**config.mk**
```make
export PLATFORM = sky130hd
export DESIGN_NAME = snake_field_scanner
export DESIGN_NICKNAME = d
export VERILOG_FILES = /design/src/rtl/snake_field_scanner.sv
export SDC_FILE = /design/constraint.sdc
export NUM_CORES = 1
export LEC_CHECK = 0
export CAP_MARGIN = 15
export CORE_ASPECT_RATIO = 0.6
export CORE_MARGIN = 2
export CORE_UTILIZATION = 40
export CTS_CLUSTER_DIAMETER = 80
export DETAILED_ROUTE_END_ITERATION = 12
export PLACE_DENSITY_LB_ADDON = 0.05
export SYNTH_ARGS = -nofsm -noshare
export SYNTH_HDL_FRONTEND = slang
export SYNTH_SLANG_ARGS = --single-unit
export TNS_END_PERCENT = 100
```
**constraint.sdc**
```tcl
create_clock -name clk -period 2.6 [get_ports clk]
set_clock_uncertainty 0.2 [all_clocks]
set_input_delay 0.39 -clock clk [delete_from_list [all_inputs] [get_ports clk]]
set_output_delay 0.39 -clock clk [all_outputs]
set_load 0.05 [all_outputs]
```
**src/rtl/snake_field_scanner.sv**
```systemverilog
// snake_field_scanner
//
// Takes a snapshot of the packed snake-game field on request and streams the
// cells out one per transfer, in raster order (x fastest), over a valid/ready
// handshake. Per-frame statistics (snake length, apple count, invalid-code
// flag) are accumulated during the scan and published when the frame ends.
//
// Ports
//   clk        : clock, rising edge
//   rst        : synchronous reset, active low (0 = reset)
//   field      : packed field, cell (x,y) = field[(y*SIZE_X+x)*3 +: 3]
//   frame_req  : start a scan (only honoured while idle)
//   out_ready  : downstream accepts the presented cell
//   busy       : scan or done phase in progress
//   cell_valid : cell_x/cell_y/cell_code hold a valid cell
//   cell_x     : column of presented cell
//   cell_y     : row of presented cell
//   cell_code  : code of presented cell
//   frame_done : one-cycle pulse after the last cell is accepted
//   snake_len  : cells with code 1..4 in the last completed frame
//   apple_cnt  : cells with code 5 in the last completed frame
//   bad_code   : a cell with code 6 or 7 was seen in the last completed frame
module snake_field_scanner #(
  parameter int SIZE_X     = 10,
  parameter int SIZE_Y     = 10,
  parameter int FIELD_SIZE = (SIZE_X * SIZE_Y) * 3
) (
  input  logic                                   clk,
  input  logic                                   rst,
  input  logic [FIELD_SIZE-1:0]                  field,
  input  logic                                   frame_req,
  input  logic                                   out_ready,
  output logic                                   busy,
  output logic                                   cell_valid,
  output logic [$clog2(SIZE_X)-1:0]              cell_x,
  output logic [$clog2(SIZE_Y)-1:0]              cell_y,
  output logic [2:0]                             cell_code,
  output logic                                   frame_done,
  output logic [$clog2(SIZE_X*SIZE_Y+1)-1:0]     snake_len,
  output logic [$clog2(SIZE_X*SIZE_Y+1)-1:0]     apple_cnt,
  output logic                                   bad_code
);

  localparam int XW = $clog2(SIZE_X);
  localparam int YW = $clog2(SIZE_Y);
  localparam int CW = $clog2(SIZE_X * SIZE_Y + 1);

  localparam logic [XW-1:0] X_LAST = XW'(SIZE_X - 1);
  localparam logic [YW-1:0] Y_LAST = YW'(SIZE_Y - 1);

  localparam logic [1:0] ST_IDLE = 2'd0;
  localparam logic [1:0] ST_SCAN = 2'd1;
  localparam logic [1:0] ST_DONE = 2'd2;

  logic [1:0]            state_q, state_d;
  logic [XW-1:0]         x_q, x_d;
  logic [YW-1:0]         y_q, y_d;
  // The snapshot is consumed as a shift register: the presented cell is
  // always the low three bits, and each transfer shifts the next cell down.
  // Raster order matches the packing order, so no index arithmetic is needed.
  logic [FIELD_SIZE-1:0] snap_q, snap_d;
  logic [CW-1:0]         snake_run_q, snake_run_d;
  logic [CW-1:0]         apple_run_q, apple_run_d;
  logic                  bad_run_q, bad_run_d;
  logic [CW-1:0]         snake_len_q, snake_len_d;
  logic [CW-1:0]         apple_cnt_q, apple_cnt_d;
  logic                  bad_code_q, bad_code_d;

  logic [2:0] cur_code;
  logic       is_snake;
  logic       is_apple;
  logic       is_bad;

  assign cur_code = snap_q[2:0];
  assign is_snake = (cur_code != 3'd0) && (cur_code <= 3'd4);
  assign is_apple = (cur_code == 3'd5);
  assign is_bad   = cur_code[2] & cur_code[1];

  always_comb begin
    state_d     = state_q;
    x_d         = x_q;
    y_d         = y_q;
    snap_d      = snap_q;
    snake_run_d = snake_run_q;
    apple_run_d = apple_run_q;
    bad_run_d   = bad_run_q;
    snake_len_d = snake_len_q;
    apple_cnt_d = apple_cnt_q;
    bad_code_d  = bad_code_q;

    case (state_q)
      ST_IDLE: begin
        if (frame_req) begin
          state_d     = ST_SCAN;
          snap_d      = field;
          x_d         = '0;
          y_d         = '0;
          snake_run_d = '0;
          apple_run_d = '0;
          bad_run_d   = 1'b0;
        end
      end
      ST_SCAN: begin
        if (out_ready) begin
          snap_d      = {3'b000, snap_q[FIELD_SIZE-1:3]};
          snake_run_d = snake_run_q + CW'(is_snake);
          apple_run_d = apple_run_q + CW'(is_apple);
          bad_run_d   = bad_run_q | is_bad;
          if (x_q == X_LAST) begin
            x_d = '0;
            if (y_q == Y_LAST) begin
              // Publish including the contribution of this final cell.
              state_d     = ST_DONE;
              snake_len_d = snake_run_d;
              apple_cnt_d = apple_run_d;
              bad_code_d  = bad_run_d;
            end else begin
              y_d = y_q + YW'(1);
            end
          end else begin
            x_d = x_q + XW'(1);
          end
        end
      end
      ST_DONE: begin
        state_d = ST_IDLE;
      end
      default: begin
        state_d = ST_IDLE;
      end
    endcase
  end

  always_ff @(posedge clk) begin
    if (!rst) begin
      state_q     <= ST_IDLE;
      x_q         <= '0;
      y_q         <= '0;
      snap_q      <= '0;
      snake_run_q <= '0;
      apple_run_q <= '0;
      bad_run_q   <= 1'b0;
      snake_len_q <= '0;
      apple_cnt_q <= '0;
      bad_code_q  <= 1'b0;
    end else begin
      state_q     <= state_d;
      x_q         <= x_d;
      y_q         <= y_d;
      snap_q      <= snap_d;
      snake_run_q <= snake_run_d;
      apple_run_q <= apple_run_d;
      bad_run_q   <= bad_run_d;
      snake_len_q <= snake_len_d;
      apple_cnt_q <= apple_cnt_d;
      bad_code_q  <= bad_code_d;
    end
  end

  assign busy       = (state_q != ST_IDLE);
  assign cell_valid = (state_q == ST_SCAN);
  assign frame_done = (state_q == ST_DONE);
  assign cell_x     = x_q;
  assign cell_y     = y_q;
  assign cell_code  = cur_code;
  assign snake_len  = snake_len_q;
  assign apple_cnt  = apple_cnt_q;
  assign bad_code   = bad_code_q;

endmodule
```
==> flow_metrics.env <==
export IMPL_worst_pin_slew_ps=651
export IMPL_nets=2412
export IMPL_clock_sinks=340
export IMPL_seqPwrFrac=0.450
export IMPL_synth_edf_count=0
export IMPL_slew_violations=0
export IMPL_drc=0
export IMPL_firstDrtPassIters=5
export IMPL_synthCells=1870
export IMPL_hold_viol_final=0
export IMPL_drive_above_1_share=0.0462
export IMPL_switching_share=0.258
export IMPL_wl_um=42200
export IMPL_coreArea_mm2=0.0381
export IMPL_synthTopCellsByCount="609 x nand2_1, 340 x dfxtp_1, 311 x nand3_1, 305 x o211a_1, 105 x buf_2"
export IMPL_fin_crit_ps=2430
export IMPL_yosys_register_bits=340
export IMPL_leakage_nw=10.5
export IMPL_area_delta_synth_final_pct=30.4
export IMPL_ir_drop_mv=0.392
export IMPL_finalWorstSetupSlack_ps=166
export IMPL_die_h_um=157
export IMPL_ys_types=41
export IMPL_cap_violations=0
export IMPL_arrival_ps=1840
export IMPL_fin_crit_sh=0.936
export IMPL_r2r_end="snap_q[0]$_SDFFE_PN0P_"
export IMPL_die_area_mm2=0.0406
export IMPL_pwr_share_comb=0.162
export IMPL_htreeDepth=2
export IMPL_ff2ff_setup_slack_ps=540
export IMPL_vias=13737
export IMPL_ctsHoldBuffers=0
export IMPL_io_pins=333
export IMPL_synth_most_common_cell="nand2_1"
export IMPL_seq_area_frac_synth=0.437
export IMPL_vias_per_cell=5.21
export IMPL_syn_num_nets=2182
export IMPL_synth_top_area_frac=0.437
export IMPL_gp_congestion=0.785
export IMPL_ant_nets=0
export IMPL_clockPowerShare=0.387
export IMPL_setup_worst_path_end_class="primary output"
export IMPL_fmax_mhz=411
export IMPL_wl_per_cell_um=16.0
export IMPL_dp_hpwl_um=27800
export IMPL_clk_pin_slew_ps=60
export IMPL_hp_class="input pin to flip-flop"
export IMPL_antenna_found_initial=1
export IMPL_cp_startpoint="state_q[1]$_SDFFE_PN0P_"
export IMPL_drt_iter0_markers=859
export IMPL_holdPathStages=2
export IMPL_postCtsSetupRepairBufs=0
export IMPL_clockRootBuffer="clkbuf_16"
export IMPL_reg2reg_depth=5
export IMPL_powerDensity_mw_per_mm2=645
export IMPL_port_buffers=332
export IMPL_grt_pass1_wl_um=67000
export IMPL_p_int_mw=9.71
export IMPL_switchingPower_mw=3.38
export IMPL_cts_max_path_buffers=3
export IMPL_setup_viol=0
export IMPL_gr_usage_all_layers=0.200
export IMPL_synthTopCellsByArea="dfxtp_1 44%, o211a_1 20%, nand2_1 15%, nand3_1 10%, buf_2 3.4%"
export IMPL_status="completed"
export IMPL_async_flop_share=0
export IMPL_grt_ovfl_total=0
export IMPL_die_width_um=259
export IMPL_crit_required_ps=2010
export IMPL_crit_fanout=38
export IMPL_criticalPathCategory="flip-flop to primary output"
export IMPL_hp_start="rst"
export IMPL_start_kind="flip-flop"
export IMPL_cts_buffers_inserted=36
export IMPL_syn_area_per_cell_um2=8.33
export IMPL_grt_pass1_vias=12985
export IMPL_fp_row_count=55
export IMPL_cts_tree="yes"
export IMPL_setup_tns_ps=0
export IMPL_yosys_area_top_type="dfxtp_1"
export IMPL_start_util=0.409
export IMPL_place_ws_ps=152
export IMPL_yosys_warnings=0
export IMPL_rr_startpoint="state_q[1]$_SDFFE_PN0P_"
export IMPL_synth_area_mm2=0.0156
export IMPL_min_to="snap_q[114]$_SDFFE_PN0P_"
export IMPL_insertion_delay_ps=510
export IMPL_rsz0062_at_grt="no"
export IMPL_synth_ff_type="dfxtp_1"
export IMPL_grt_max_degree=137
export IMPL_slew_headroom=0.566
==> registers in the layout, indices dropped and copies added (netlist names), 2 cells and up <==
signal / flops
snake_len: 7
cell_x: 4
state_q: 2
snap_q: 300
apple_cnt: 7
snake_run_q: 7
cell_y: 4
apple_run_q: 7
==> worst max-delay path, cell delays in order, from the launching register on <==
cell	delay (ps)
dfxtp_1	390
nand2b_4	240
inv_8	250
buf_4	280
buf_12	160
==> final cells by class <==
type                    count  area [um2]
multi-input cells        1346        7790
fillers                  3596       17700
well taps                 513         642
repair buffers            371        3920
clock inverters            11         135
diodes                      1        2.50
inverters                   5        26.3
clock buffers              49         991
flip-flops and latches    340        6810
==> stage by stage <==
stage,total power [mW],cell area [um2],util,hold WS (ps),std cells
after floorplan,7.31,15600,-,254,1870
after global placement,8.10,19200,0.504,271,2575
after detailed placement,8.15,19200,0.504,285,2575
after CTS,13.3,20300,0.534,102,2635
after global routing,13.8,20300,0.534,123,2635
final,13.1,20300,0.534,119,2636
==> layer usage <==
metal	GRT usage	up-vias	share of wire
met5	0	-	0.00031
met2	0.319	239	0.45
met4	0.0592	2	0.023
li1	-	6981	-
met3	0.0343	66	0.040
met1	0.278	6449	0.48
==> placed cells by master (no fill, tap or decap), types with 3 or more instances in the layout <==
master / count
a21boi_0: 6
a22oi_1: 7
clkinv_2: 6
buf_4: 16
nand3b_1: 5
xnor2_1: 5
mux2i_1: 4
nor2_1: 8
and2_1: 4
o211a_1: 305
and3_1: 5
ha_1: 8
buf_12: 24
clkbuf_1: 10
clkdlybuf4s50_1: 328
and3b_1: 3
o21ai_0: 16
nor2b_1: 13
o2bb2ai_1: 3
clkbuf_16: 37
bufinv_16: 3
nand2_1: 609
a21oi_1: 7
nand3_1: 311
xor2_1: 6
dfxtp_1: 339
inv_1: 4
==> cell families (layout without fill, tap and decap cells) <==
logic type	after synthesis	in the layout	synth area share
compound gates	353	353	0.216
xor+xnor	11	11	0.00619
fa+ha+maj	8	8	0.00643
buf+inv	184	436	0.0641
flops	340	340	0.437
mux	4	4	0.00257
other cells	0	1	0
simple gates	970	970	0.268
==> power groups by stage <==
| stage | clock (mW) | sequential [mW] | combinational [mW] |
|---|---|---|---|
| after floorplan | 0 | 5.95 | 1.36 |
| after global placement | 0 | 5.99 | 2.11 |
| after detailed placement | 0 | 6.01 | 2.14 |
| after CTS | 5.23 | 5.89 | 2.16 |
| after global routing | 5.44 | 5.95 | 2.36 |
| final | 5.07 | 5.90 | 2.13 |
==> worst max-delay path by stage <==
stage / to / slack, ps / cells past startpoint
after floorplan: snake_len[2]$_SDFFE_PN0P_ / 460 / 6
after global placement: snap_q[125]$_SDFFE_PN0P_ / 190 / 7
after detailed placement: snap_q[147]$_SDFFE_PN0P_ / 150 / 7
after CTS: cell_valid / 60 / 4
after global routing: cell_valid / 60 / 4
final: cell_valid / 170 / 4
==> what timing repair did <==
action,CTS,global route
resized for setup,2,1
endpoints found under the setup margin,2,1
hold endpoints to repair,0,0
Power figures use the tool's default switching activity.
